$ cat src/rtl/viterbi_pkg.sv
// Constants and FSM state shared by the convolutional encoder and the Viterbi decoder.
// K=3, rate-1/2 code with generators 7 and 5 (octal).
package viterbi_pkg;

  localparam int K = 3;

  // Generator taps over {u, s1, s2}
  localparam logic [K-1:0] G0 = 3'b111;
  localparam logic [K-1:0] G1 = 3'b101;

  typedef enum logic [1:0] {
    ST_IDLE = 2'd0,
    ST_ENC  = 2'd1,
    ST_DONE = 2'd2
  } enc_state_e;

endpackage

$ cat src/rtl/conv_enc_step.sv
// One trellis step: maps input bit and shift-register state to coded pair and next state.
// Purely combinational so the decoder's branch-metric logic can reuse it.
module conv_enc_step
  import viterbi_pkg::*;
(
  input  logic i_u,
  input  logic i_s1,
  input  logic i_s2,
  output logic o_g0,
  output logic o_g1,
  output logic o_s1_next,
  output logic o_s2_next
);

  logic [K-1:0] w_reg;

  assign w_reg     = {i_u, i_s1, i_s2};
  assign o_g0      = ^(w_reg & G0);
  assign o_g1      = ^(w_reg & G1);
  assign o_s1_next = i_u;
  assign o_s2_next = i_s1;

endmodule

$ cat src/rtl/conv_encoder.sv
// Frame-based rate-1/2 K=3 convolutional encoder: serial symbol stream plus parallel codeword.
// state   | meaning
// IDLE    | waiting for i_start; o_data holds the previous codeword
// ENC     | one message bit encoded per cycle, MSB first
// DONE    | codeword complete; o_done held until i_start drops
module conv_encoder
  import viterbi_pkg::*;
#(
  parameter int SIZE_DATA_IN  = 8,
  parameter int SIZE_DATA_OUT = 16
) (
  input  logic                     i_clk,
  input  logic                     i_rst_n,
  input  logic                     i_start,
  input  logic [SIZE_DATA_IN-1:0]  i_data,
  output logic [SIZE_DATA_OUT-1:0] o_data,
  output logic [1:0]               o_sym,
  output logic                     o_sym_valid,
  output logic                     o_busy,
  output logic                     o_done
);

  localparam int CW = $clog2(SIZE_DATA_IN);
  localparam logic [CW-1:0] LAST = CW'(SIZE_DATA_IN - 1);

  enc_state_e              r_state;
  enc_state_e              w_state_next;
  logic [CW-1:0]           r_cnt;
  logic                    r_s1;
  logic                    r_s2;
  logic [SIZE_DATA_IN-1:0] r_data;
  logic [SIZE_DATA_OUT-1:0] r_code;
  logic [1:0]              r_sym;
  logic                    r_sym_valid;
  logic                    r_done;

  logic w_capture;
  logic w_enc;
  logic w_in_done;
  logic w_g0;
  logic w_g1;
  logic w_s1_next;
  logic w_s2_next;

  conv_enc_step u_step (
    .i_u       (r_data[SIZE_DATA_IN-1]),
    .i_s1      (r_s1),
    .i_s2      (r_s2),
    .o_g0      (w_g0),
    .o_g1      (w_g1),
    .o_s1_next (w_s1_next),
    .o_s2_next (w_s2_next)
  );

  always_ff @(posedge i_clk or negedge i_rst_n) begin
    if (!i_rst_n) r_state <= ST_IDLE;
    else          r_state <= w_state_next;
  end

  // DONE waits one extra edge (r_done low) so o_done always rises before it can fall
  always_comb begin
    w_state_next = r_state;
    case (r_state)
      ST_IDLE: if (i_start) w_state_next = ST_ENC;
      ST_ENC:  if (r_cnt == LAST) w_state_next = ST_DONE;
      ST_DONE: if (r_done && !i_start) w_state_next = ST_IDLE;
      default: w_state_next = ST_IDLE;
    endcase
  end

  always_comb begin
    w_capture = 1'b0;
    w_enc     = 1'b0;
    w_in_done = 1'b0;
    case (r_state)
      ST_IDLE: w_capture = i_start;
      ST_ENC:  w_enc     = 1'b1;
      ST_DONE: w_in_done = 1'b1;
      default: ;
    endcase
  end

  always_ff @(posedge i_clk or negedge i_rst_n) begin
    if (!i_rst_n) begin
      r_cnt       <= '0;
      r_s1        <= 1'b0;
      r_s2        <= 1'b0;
      r_data      <= '0;
      r_code      <= '0;
      r_sym       <= '0;
      r_sym_valid <= 1'b0;
    end else if (w_capture) begin
      r_cnt       <= '0;
      r_s1        <= 1'b0;
      r_s2        <= 1'b0;
      r_data      <= i_data;
      r_code      <= '0;
      r_sym_valid <= 1'b0;
    end else if (w_enc) begin
      r_s1        <= w_s1_next;
      r_s2        <= w_s2_next;
      r_data      <= r_data << 1;
      r_sym       <= {w_g0, w_g1};
      r_sym_valid <= 1'b1;
      if (r_cnt != LAST) r_cnt <= r_cnt + 1'b1;
      for (int k = 0; k < SIZE_DATA_IN; k++) begin
        if (r_cnt == CW'(k)) r_code[SIZE_DATA_OUT-1-2*k -: 2] <= {w_g0, w_g1};
      end
    end else begin
      r_sym_valid <= 1'b0;
    end
  end

  always_ff @(posedge i_clk or negedge i_rst_n) begin
    if (!i_rst_n)       r_done <= 1'b0;
    else if (w_in_done) r_done <= !r_done || i_start;
    else                r_done <= 1'b0;
  end

  assign o_busy      = w_enc;
  assign o_data      = r_code;
  assign o_sym       = r_sym;
  assign o_sym_valid = r_sym_valid;
  assign o_done      = r_done;

endmodule

$ cat config.mk
export PLATFORM = sky130hd
export DESIGN_NAME = conv_encoder
export DESIGN_NICKNAME = d
export VERILOG_FILES = /design/src/rtl/viterbi_pkg.sv /design/src/rtl/conv_enc_step.sv /design/src/rtl/conv_encoder.sv
export SDC_FILE = /design/constraint.sdc
export NUM_CORES = 1
export LEC_CHECK = 0
export ABC_AREA = 1
export CAP_MARGIN = 20
export CORE_ASPECT_RATIO = 1.4
export CORE_MARGIN = 4
export CORE_UTILIZATION = 54
export DETAILED_ROUTE_END_ITERATION = 16
export PLACE_DENSITY = 0.86
export SLEW_MARGIN = 10
export SYNTH_ARGS = -nofsm -noshare
export SYNTH_HDL_FRONTEND = slang
export SYNTH_SLANG_ARGS = --single-unit
$ cat constraint.sdc
create_clock -name i_clk -period 3.8 [get_ports i_clk]
set_clock_uncertainty 0.05 [all_clocks]
set_input_delay 0.76 -clock i_clk [delete_from_list [all_inputs] [get_ports i_clk]]
set_output_delay 0.76 -clock i_clk [all_outputs]
set_load 0.03 [all_outputs]
==> results.sh <==
export IMPL_status="finished clean"
export IMPL_seq_area_frac_synth_pct=54.9
export IMPL_synth_area_leaders="dfrtp_1 (55%), nand2_1 (15%), nand3_1 (9.7%)"
export IMPL_clk_pin_slew_ns=0.06
export IMPL_grt_antenna_before_repair=0
export IMPL_drt_first_pass_iters=4
export IMPL_rows=23
export IMPL_hold_slack_ns=0.420
export IMPL_via_count=1345
export IMPL_routed_via_density=5.19
export IMPL_dieWidth_um=53.9
export IMPL_worstSetupStartpointType="register"
export IMPL_clkSinkCount=35
export IMPL_synth_nets=203
export IMPL_setup_viol=0
export IMPL_cp_top_family="buffers and inverters"
export IMPL_crit_slowest_cell="clkdlybuf4s50_1"
export IMPL_power_density_mw_per_mm2=878
export IMPL_drv_slew=0
export IMPL_grt_max_degree=36
export IMPL_cts_root_buf="clkbuf_8"
export IMPL_path_cells="inv_2 -> nor2_4 -> clkdlybuf4s50_1"
export IMPL_fin_tns_setup_ns=0
export IMPL_rsz0062_at_grt="no"
export IMPL_io_buffers=31
export IMPL_cap_viol_max_count=0
export IMPL_r2r_slack_ns=2.05
export IMPL_syn_area_per_cell_um2=8.58
export IMPL_rr_endpoint="r_data[1]"
export IMPL_insertion_delay_ns=0.28
export IMPL_totalWireLength_um=3080
export IMPL_crit_start="r_state[0]"
export IMPL_fillers=222
export IMPL_drive_above_1_share_pct=5.41
export IMPL_syn2layout_area_growth_pct=26.1
export IMPL_post_route_min_period_ns=2.69
export IMPL_cts_hold_buffers_added=0
export IMPL_grt_pass1_vias=1275
export IMPL_crit_cells=3
export IMPL_slew_headroom_pct=61.8
export IMPL_cp_required_ns=2.99
export IMPL_track_usage_pct=19.1
export IMPL_grt_pass1_wl_um=5360
export IMPL_synth_top_area_share_pct=54.9
export IMPL_die_area_mm2=0.00390
export IMPL_ys_ff_latch=35
export IMPL_min_path_type="register to register"
export IMPL_seqPwrFrac_pct=35.4
export IMPL_fmax_ghz=0.372
export IMPL_grt_ovfl_total=0
export IMPL_endpoint="o_busy"
export IMPL_cts_resized=0
export IMPL_crit_path_max_fanout=18
export IMPL_reg2regPathDepth=5
export IMPL_cts_max_path_buffers=2
export IMPL_post_route_drc_count=0
export IMPL_diodes=0
export IMPL_vdd_drop_max_v=0.000509
export IMPL_ioPinCount=32
export IMPL_core_mm2=0.00285
export IMPL_r2r_start="r_state[1]"
export IMPL_placedCellCount=251
export IMPL_slowest_delay_ns=0.75
export IMPL_switchingPower_mw=0.787
export IMPL_dr_first_iter_drc_count=31
export IMPL_hold_violations=0
export IMPL_pwr_share_clk_pct=14.2
export IMPL_fin_nets=238
export IMPL_initial_core_util_pct=56.0
export IMPL_comb_power_share_pct=50.4
export IMPL_dpl_hpwl_um=2270
export IMPL_cts_inserted_buffers=5
export IMPL_cts_setup_buffers=0
export IMPL_synthesis_instances=186
export IMPL_worst_path_buf_inv=2
export IMPL_cts_tree="yes"
export IMPL_criticalPathCategory="register to output pin"
export IMPL_dieHeight_um=72.3
export IMPL_tightest_slew_ns=0.572
export IMPL_p_leak_nw=1.03
export IMPL_fin_crit_sh_pct=70.7
export IMPL_cts_htree_levels=2
export IMPL_final_cells=259
export IMPL_sw_frac_of_total_pct=44.6
export IMPL_min_path_cells=2
export IMPL_synth_area_mm2=0.00160
export IMPL_crit_arrival_ns=1.88
export IMPL_p_int_mw=0.979
export IMPL_endpoint_kind="output pin"
export IMPL_place_congestion=0.806
export IMPL_yosys_area_top_type="dfrtp_1"
export IMPL_ys_types=18
export IMPL_power_mw=1.77
export IMPL_avgRoutedWirePerCell_um=11.9
export IMPL_antenna_left=0
export IMPL_yosys_warnings=0
area by class of cell:
cell class | instances | area (µm²) | area share [%]
inverters | 19 | 71.3 | 3.54
flip-flops and latches | 35 | 876 | 43.5
repair buffers | 32 | 318 | 15.8
multi-input cells | 128 | 619 | 30.8
clock buffers | 7 | 76.3 | 3.79
clock inverters | 1 | 5.00 | 0.249
well taps | 37 | 46.3 | 2.30
logic make-up (layout without fill, tap and decap cells):
logic type	after synthesis	after routing	share of synthesized area (%)
fa+ha+maj	6	6	4.71
buf+inv	23	59	6.27
compound gates	15	15	5.18
simple gates	107	107	28.9
flops	35	35	54.9
power groups by stage:
stage / clock network [mW] / registers (mW) / logic [mW]
after global placement: 0 / 0.626 / 0.873
after CTS: 0.263 / 0.626 / 0.900
after floorplan: 0 / 0.778 / 0.449
after global routing: 0.275 / 0.644 / 0.994
after detailed placement: 0 / 0.631 / 0.898
final: 0.251 / 0.626 / 0.889
sequential cells by signal (all words and copies together) (netlist names):
| register | flops |
|---|---|
| o_data | 16 |
| r_cnt | 3 |
| o_done | 1 |
| r_state | 2 |
| r_data | 8 |
| r_s2 | 1 |
| o_sym | 2 |
| r_s1 | 1 |
| o_sym_valid | 1 |
placed cells by master (no fill, tap or decap), drive strengths merged:
cell type / n
buf: 1
ha: 6
o21ai: 10
nand3: 32
nor2: 8
dfrtp: 35
clkbuf: 7
a31oi: 1
o211ai: 1
o22ai: 3
clkinv: 1
inv: 19
clkdlybuf4s50: 31
nand2: 64
nand4: 3
worst min path at each step:
stage               startpoint         to  slack, ns
detailed placement   r_data[0]  r_data[0]       0.41
CTS                  r_data[0]  r_data[0]       0.43
floorplan            r_data[0]  r_data[0]       0.39
finish               r_data[0]  r_data[0]       0.42
global placement     r_data[0]  r_data[0]       0.41
global route         o_data[8]  o_data[8]       0.45
Yosys cell counts (all sizes together):
| cell type | number |
|---|---|
| a31oi | 1 |
| o211ai | 1 |
| buf | 4 |
| nor2 | 8 |
| o22ai | 3 |
| nand2 | 64 |
| o21ai | 10 |
| inv | 19 |
| ha | 6 |
| nand3 | 32 |
| nand4 | 3 |
| dfrtp | 35 |
metal layers:
layer / part of all wire, % / track usage, % / wire (µm)
met2: 50 / 32.6 / 1550
met4: 2.3 / 9.38 / 72
met1: 42 / 20.3 / 1290
met5: 0 / 0 / 0
met3: 5.4 / 6.57 / 167
worst reg2reg max path, delay by kind of cell (launching register included):
kind	cells	cell delay [ns]
buffers and inverters	2	0.55
flip-flops	1	0.41
AND/OR/NAND/NOR	3	0.68
per-stage QoR:
| step | area, µm² | utilization, % | setup WS [ns] |
|---|---|---|---|
| after floorplan | 1600 | - | 2.18 |
| after global placement | 1930 | 67.8 | 1.34 |
| after detailed placement | 1930 | 67.8 | 1.30 |
| after CTS | 2010 | 70.6 | 1.09 |
| after global routing | 2010 | 70.6 | 1.02 |
| final | 2010 | 70.6 | 1.11 |
No activity file was read; power rests on OpenSTA's default activity.
==> RTL edit 1, RTL diff (same settings) <==
The parameter `SIZE_DATA_IN` goes from 8 to 16.
--- a/src/rtl/conv_encoder.sv
+++ b/src/rtl/conv_encoder.sv
@@ -7,5 +7,5 @@
   import viterbi_pkg::*;
 #(
-  parameter int SIZE_DATA_IN  = 8,
+  parameter int SIZE_DATA_IN  = 16,
   parameter int SIZE_DATA_OUT = 16
 ) (
Ports: changed (resized i_data); port bits go from 32 to 40. The function was not compared with the original's and may differ.
==> RTL edit 1 against the unedited design <==
Worst hold slack better by 0.0094 ns. Cell area grew 28%. Sequential share of layout area down 0.86 points. Synthesized cell count increased by 33%. Total power is 21% higher. Worst setup slack worse by 0.0036 ns. Fmax decreased by 0.13%. Wire length up 39%. Cell count is 28% higher. Area after synthesis is 31% higher. Sequential cell count is 9 higher. Largest power group unchanged.
==> RTL edit 1: results (changes against the unedited design) <==
{
  "outcome": {"value": "finished, final reports clean"},
  "post_route_cells_drive_above_1_share": {"value": 0.0865, "change": "+0.0325"},
  "via_count": {"value": 1717, "change": "+28%"},
  "timing.critical_path.slowest_cell_delay": {"value": 0.76, "unit": "ns"},
  "crit_path_top_delay_cell": {"value": "clkdlybuf4s50_1"},
  "final_net_count": {"value": 311, "change": "+31%"},
  "ys_async_rst_share": {"value": 1.00, "change": "unchanged"},
  "timing.slew.headroom": {"value": 0.365, "change": "-0.254"},
  "antenna_cells_inserted": {"value": 0, "change": "unchanged"},
  "dp.final_hpwl": {"value": 2920, "unit": "um", "change": "+29%"},
  "critical_path_peak_fanout": {"value": 27, "change": "+9"},
  "max-vdd-ir-drop": {"value": 503, "unit": "uV", "change": "-1.2%"},
  "first_drt_iteration_drcs": {"value": 87, "change": "+180%"},
  "clk_pin_slew_worst_paths": {"value": 0.08, "unit": "ns", "change": "+0.02 ns"},
  "cts-resized-gates": {"value": 0, "change": "unchanged"},
  "worstHoldPathType": {"value": "register to register"},
  "gpl.final_weighted_congestion": {"value": 0.815, "change": "+1.1%"},
  "postCtsSetupBuffers": {"value": 0, "change": "unchanged"},
  "synth_edf_count": {"value": 0, "change": "unchanged"},
  "antenna_violations_before_repair": {"value": 0, "change": "unchanged"},
  "first_global_vias": {"value": 1648, "change": "+29%"},
  "grt_pass1_wl": {"value": 7180, "unit": "um", "change": "+34%"},
  "synth_nets": {"value": 271, "change": "+33%"},
  "synth-seq-area-share": {"value": 0.527, "change": "-0.0221"},
  "detailedPlace.worstSlack": {"value": 1.44, "unit": "ns", "change": "+0.145 ns"},
  "grt_max_degree": {"value": 45, "change": "+25%"},
  "net-switching-power": {"value": 0.936, "unit": "mW", "change": "+19%"},
  "post_synth_most_frequent_cells": {"value": "nand2_1 (110), dfrtp_1 (44), nand3_1 (38)"},
  "met1_usage": {"value": 0.239, "change": "+0.0366"},
  "postSynth.topFlopCell": {"value": "dfrtp_1"},
  "synth_warnings": {"value": 0, "change": "unchanged"},
  "groute.usage.overall": {"value": 0.195, "change": "+0.00361"},
  "post_synth_main_area_contributors": {"value": "dfrtp_1 (53%), nand2_1 (20%), nand3_1 (9.1%)"},
  "cts-htree-levels": {"value": 2, "change": "unchanged"},
  "drt_pass1_iterations": {"value": 4, "change": "unchanged"},
  "cts_buffers": {"value": 5, "change": "unchanged"},
  "synth.lib_cells_used.distinct": {"value": 27, "change": "+9"},
  "clkLatencyLatePin": {"value": 0.30, "unit": "ns", "change": "+0.02 ns"},
  "leakagePower": {"value": 1.33, "unit": "nW", "change": "+29%"},
  "buffer_ports.inserted": {"value": 39, "change": "+26%"},
  "grt_use_met3": {"value": 0.0519, "change": "-0.0138"},
  "routed_wl": {"value": 4290, "unit": "um", "change": "+39%"},
  "grt_overflow_total": {"value": 0, "change": "unchanged"},
  "cts.root.buffer_cell": {"value": "clkbuf_8"},
  "max-clock-path-buffers": {"value": 2, "change": "unchanged"},
  "grt.met2_usage": {"value": 0.319, "change": "-0.00709"}
}
[RTL edit 1: power by group through the flow]
stage               combinational, mW  clock [mW]  sequential [mW]
floorplan                       0.592           0            0.899
global placement                0.993           0            0.772
detailed placement               1.02           0            0.778
CTS                              1.03       0.360            0.771
global route                     1.13       0.376            0.792
finish                           1.02       0.353            0.773
[RTL edit 1: logic make-up (layout without fill, tap and decap cells)]
family,count (synthesis),in the layout,synth area share
flops,44,44,0.527
simple gates,167,167,0.360
fa+ha+maj,4,4,0.0240
compound gates,8,8,0.0246
buf+inv,25,66,0.0641
[RTL edit 1: worst max-delay path: cells and delay by family, from the launching register on]
| kind | cells | cell delay, ns |
|---|---|---|
| flip-flops | 1 | 0.41 |
| AND/OR/NAND/NOR | 1 | 0.31 |
| buffers and inverters | 2 | 0.86 |
[RTL edit 1: routing by layer]
metal	vias to the layer above	share of wire
li1	867	-
met1	790	0.44
met2	50	0.49
met3	10	0.044
met4	0	0.022
met5	-	0
[RTL edit 1: through the flow]
stage,total power [mW],hold slack [ns],instance area [um^2],util,std cells
2_1_floorplan,1.49,0.392,2090,-,248
3_3_place_gp,1.77,0.408,2470,0.673,323
3_5_place_dp,1.79,0.410,2470,0.673,323
4_1_cts,2.16,0.429,2580,0.702,331
5_1_grt,2.30,0.450,2580,0.702,331
6_report,2.14,0.429,2580,0.702,331
[RTL edit 1: layout make-up]
cell class / count / area [um^2]
fill: 301 / 1100
multi-input combinational: 179 / 855
clock inverter: 2 / 35.0
tap: 42 / 52.6
clock buffer: 6 / 72.6
inverter: 19 / 78.8
sequential: 44 / 1100
timing repair buffer: 39 / 385
[RTL edit 1: final timing paths]
kind / from / to / slack, ns / cells after the start
setup / recovery: r_state[0] / o_busy / 1.11 / 3
hold / removal: o_data[0] / o_data[0] / 0.43 / 2
setup reg to reg: r_state[1] / o_data[14] / 2.28 / 6
hold reg to reg: o_data[0] / o_data[0] / 0.43 / 2
max in group asynchronous: i_rst_n / o_data[2] / 2.55 / 1
min in group asynchronous: i_rst_n / o_sym[1] / 0.56 / 1
==> RTL edit 2, RTL diff (config.mk and constraints unchanged) <==
Without the edit above. Make the reset (`i_rst_n`) synchronous in 3 clocked blocks.
--- a/src/rtl/conv_encoder.sv
+++ b/src/rtl/conv_encoder.sv
@@ -53,5 +53,5 @@
   );
 
-  always_ff @(posedge i_clk or negedge i_rst_n) begin
+  always_ff @(posedge i_clk) begin
     if (!i_rst_n) r_state <= ST_IDLE;
     else          r_state <= w_state_next;
@@ -81,5 +81,5 @@
   end
 
-  always_ff @(posedge i_clk or negedge i_rst_n) begin
+  always_ff @(posedge i_clk) begin
     if (!i_rst_n) begin
       r_cnt       <= '0;
@@ -112,5 +112,5 @@
   end
 
-  always_ff @(posedge i_clk or negedge i_rst_n) begin
+  always_ff @(posedge i_clk) begin
     if (!i_rst_n)       r_done <= 1'b0;
     else if (w_in_done) r_done <= !r_done || i_start;
Function: differs if i_rst_n is asserted again (counterexample within 4 cycles, from zero or initial values and one cycle with i_rst_n low); with i_rst_n held inactive, the same outputs for 10 cycles.
==> RTL edit 2 against the unedited design <==
Count of clock-buffer cells in the layout shrank 1. Cell area increased by 6.5%. Cell count increased by 23%. First-iteration DRC count rose by 26%. Wire length up 16%. Sequential cell count unchanged. Area after synthesis up 9.6%. Synthesized cell count grew 33%. Worst hold slack lost 0.0026 ns. Via count is 16% higher. Worst setup slack better by 0.20 ns. Utilization is 2.0 points lower. Critical path type unchanged.
Power is not compared: it rests on default switching activity, and its combinational part moved more than twofold at a synthesized area within 25%.
==> RTL edit 2: results (changes against the unedited design) <==
{
  "routed_wl": {"value": 3580, "unit": "um", "change": "+16%"},
  "gpl.final_weighted_congestion": {"value": 0.787, "change": "-2.4%"},
  "dpl_cell_area": {"value": 0.00206, "unit": "mm^2", "change": "+6.5%"},
  "cts-resized-gates": {"value": 0, "change": "unchanged"},
  "worstMarginPinSlew": {"value": 0.566, "unit": "ns", "change": "-0.00582 ns"},
  "postSynth.topFlopCell": {"value": "dfxtp_1"},
  "crit_arrival": {"value": 1.68, "unit": "ns", "change": "-0.20 ns"},
  "antenna_violations_before_repair": {"value": 0, "change": "unchanged"},
  "grt_max_degree": {"value": 20, "change": "-44%"},
  "timing.critical_path.slowest_cell_delay": {"value": 0.67, "unit": "ns", "change": "-0.08 ns"},
  "met1_usage": {"value": 0.186, "change": "-0.0166"},
  "post_synth_main_area_contributors": {"value": "dfxtp_1 (40%), nand2_1 (15%), inv_1 (8.4%)"},
  "grt_use_met3": {"value": 0.0525, "change": "-0.0132"},
  "critical_path_peak_fanout": {"value": 7, "change": "-11"},
  "post_route_cells_drive_above_1_share": {"value": 0.100, "change": "+0.0459"},
  "ys_async_rst_share": {"value": 0, "change": "-1.00"},
  "postCtsSetupBuffers": {"value": 0, "change": "unchanged"},
  "grt.met2_usage": {"value": 0.345, "change": "+0.0185"},
  "path_delay_family": {"value": "buffers and inverters"},
  "first_drt_iteration_drcs": {"value": 39, "change": "+26%"},
  "via_count": {"value": 1566, "change": "+16%"},
  "grt_pass1_wl": {"value": 6180, "unit": "um", "change": "+15%"},
  "crit_path_top_delay_cell": {"value": "clkdlybuf4s50_1"},
  "number_of_flip_flops_under_the_largest_register_name": {"value": 16, "change": "unchanged"},
  "synth_nets": {"value": 265, "change": "+31%"},
  "groute.usage.overall": {"value": 0.186, "change": "-0.00570"},
  "max-vdd-ir-drop": {"value": 249, "unit": "uV"},
  "post_layout_nonfiller_instances": {"value": 319, "change": "+23%"},
  "outcome": {"value": "finished, final reports clean"},
  "fin_util": {"value": 0.686, "change": "-0.0199"},
  "synth.lib_cells_used.distinct": {"value": 22, "change": "+4"},
  "post_synth_most_frequent_cells": {"value": "nand2_1 (72), inv_1 (39), dfxtp_1 (35)"},
  "internal_power": {"value": 0.561, "unit": "mW"},
  "dp.final_hpwl": {"value": 2550, "unit": "um", "change": "+12%"},
  "syn_area_per_cell": {"value": 7.05, "unit": "um^2", "change": "-18%"},
  "num-fill-cells": {"value": 277, "change": "+25%"},
  "post-place-cells": {"value": 312, "change": "+24%"},
  "final_net_count": {"value": 297, "change": "+25%"},
  "synth-seq-area-share": {"value": 0.401, "change": "-0.148"},
  "first_global_vias": {"value": 1505, "change": "+18%"}
}
[RTL edit 2: metrics by stage]
| stage | worst slack, ns | hold WS, ns | power [mW] |
|---|---|---|---|
| 5_1_grt | 1.23 | 0.436 | 0.798 |
| 4_1_cts | 1.30 | 0.419 | 0.774 |
| 3_5_place_dp | 1.51 | 0.408 | 0.504 |
| 2_1_floorplan | 2.22 | 0.391 | 0.474 |
| 3_3_place_gp | 1.55 | 0.402 | 0.502 |
| 6_report | 1.31 | 0.417 | 0.766 |
[RTL edit 2: worst paths after layout]
path	from	endpoint	slack [ns]	depth (start not counted)
min	r_data[6]	r_data[6]	0.42	2
max reg2reg	r_state[0]	r_cnt[1]	2.28	6
max	r_state[0]	o_busy	1.31	3
min reg2reg	r_data[6]	r_data[6]	0.42	2
[RTL edit 2: routing by layer]
layer	routed length, um	share of wire
met5	0	0
met4	93	0.026
met3	173	0.048
met2	1830	0.51
met1	1480	0.41
[RTL edit 2: power by group through the flow]
stage          clock (mW)  sequential, mW  combinational [mW]
2_1_floorplan           0           0.401              0.0727
3_3_place_gp            0           0.396               0.106
3_5_place_dp            0           0.396               0.108
4_1_cts             0.277           0.388               0.109
5_1_grt             0.288           0.390               0.120
6_report            0.270           0.388               0.108
[RTL edit 2: area by class of cell]
class,instances,share of cell area
clock buffers,6,0.0385
clock inverters,1,0.00234
inverters,42,0.0736
multi-input cells,164,0.388
flip-flops and latches,35,0.327
well taps,39,0.0228
repair buffers,32,0.148
[RTL edit 2: cell families after synthesis]
group / count (synthesis) / synth area share
AND/OR/NAND/NOR: 130 / 0.336
buffers and inverters: 49 / 0.124
flip-flops: 35 / 0.401
AO/OA/AOI/OAI: 28 / 0.0966
adder cells (fa/ha/maj): 6 / 0.0429
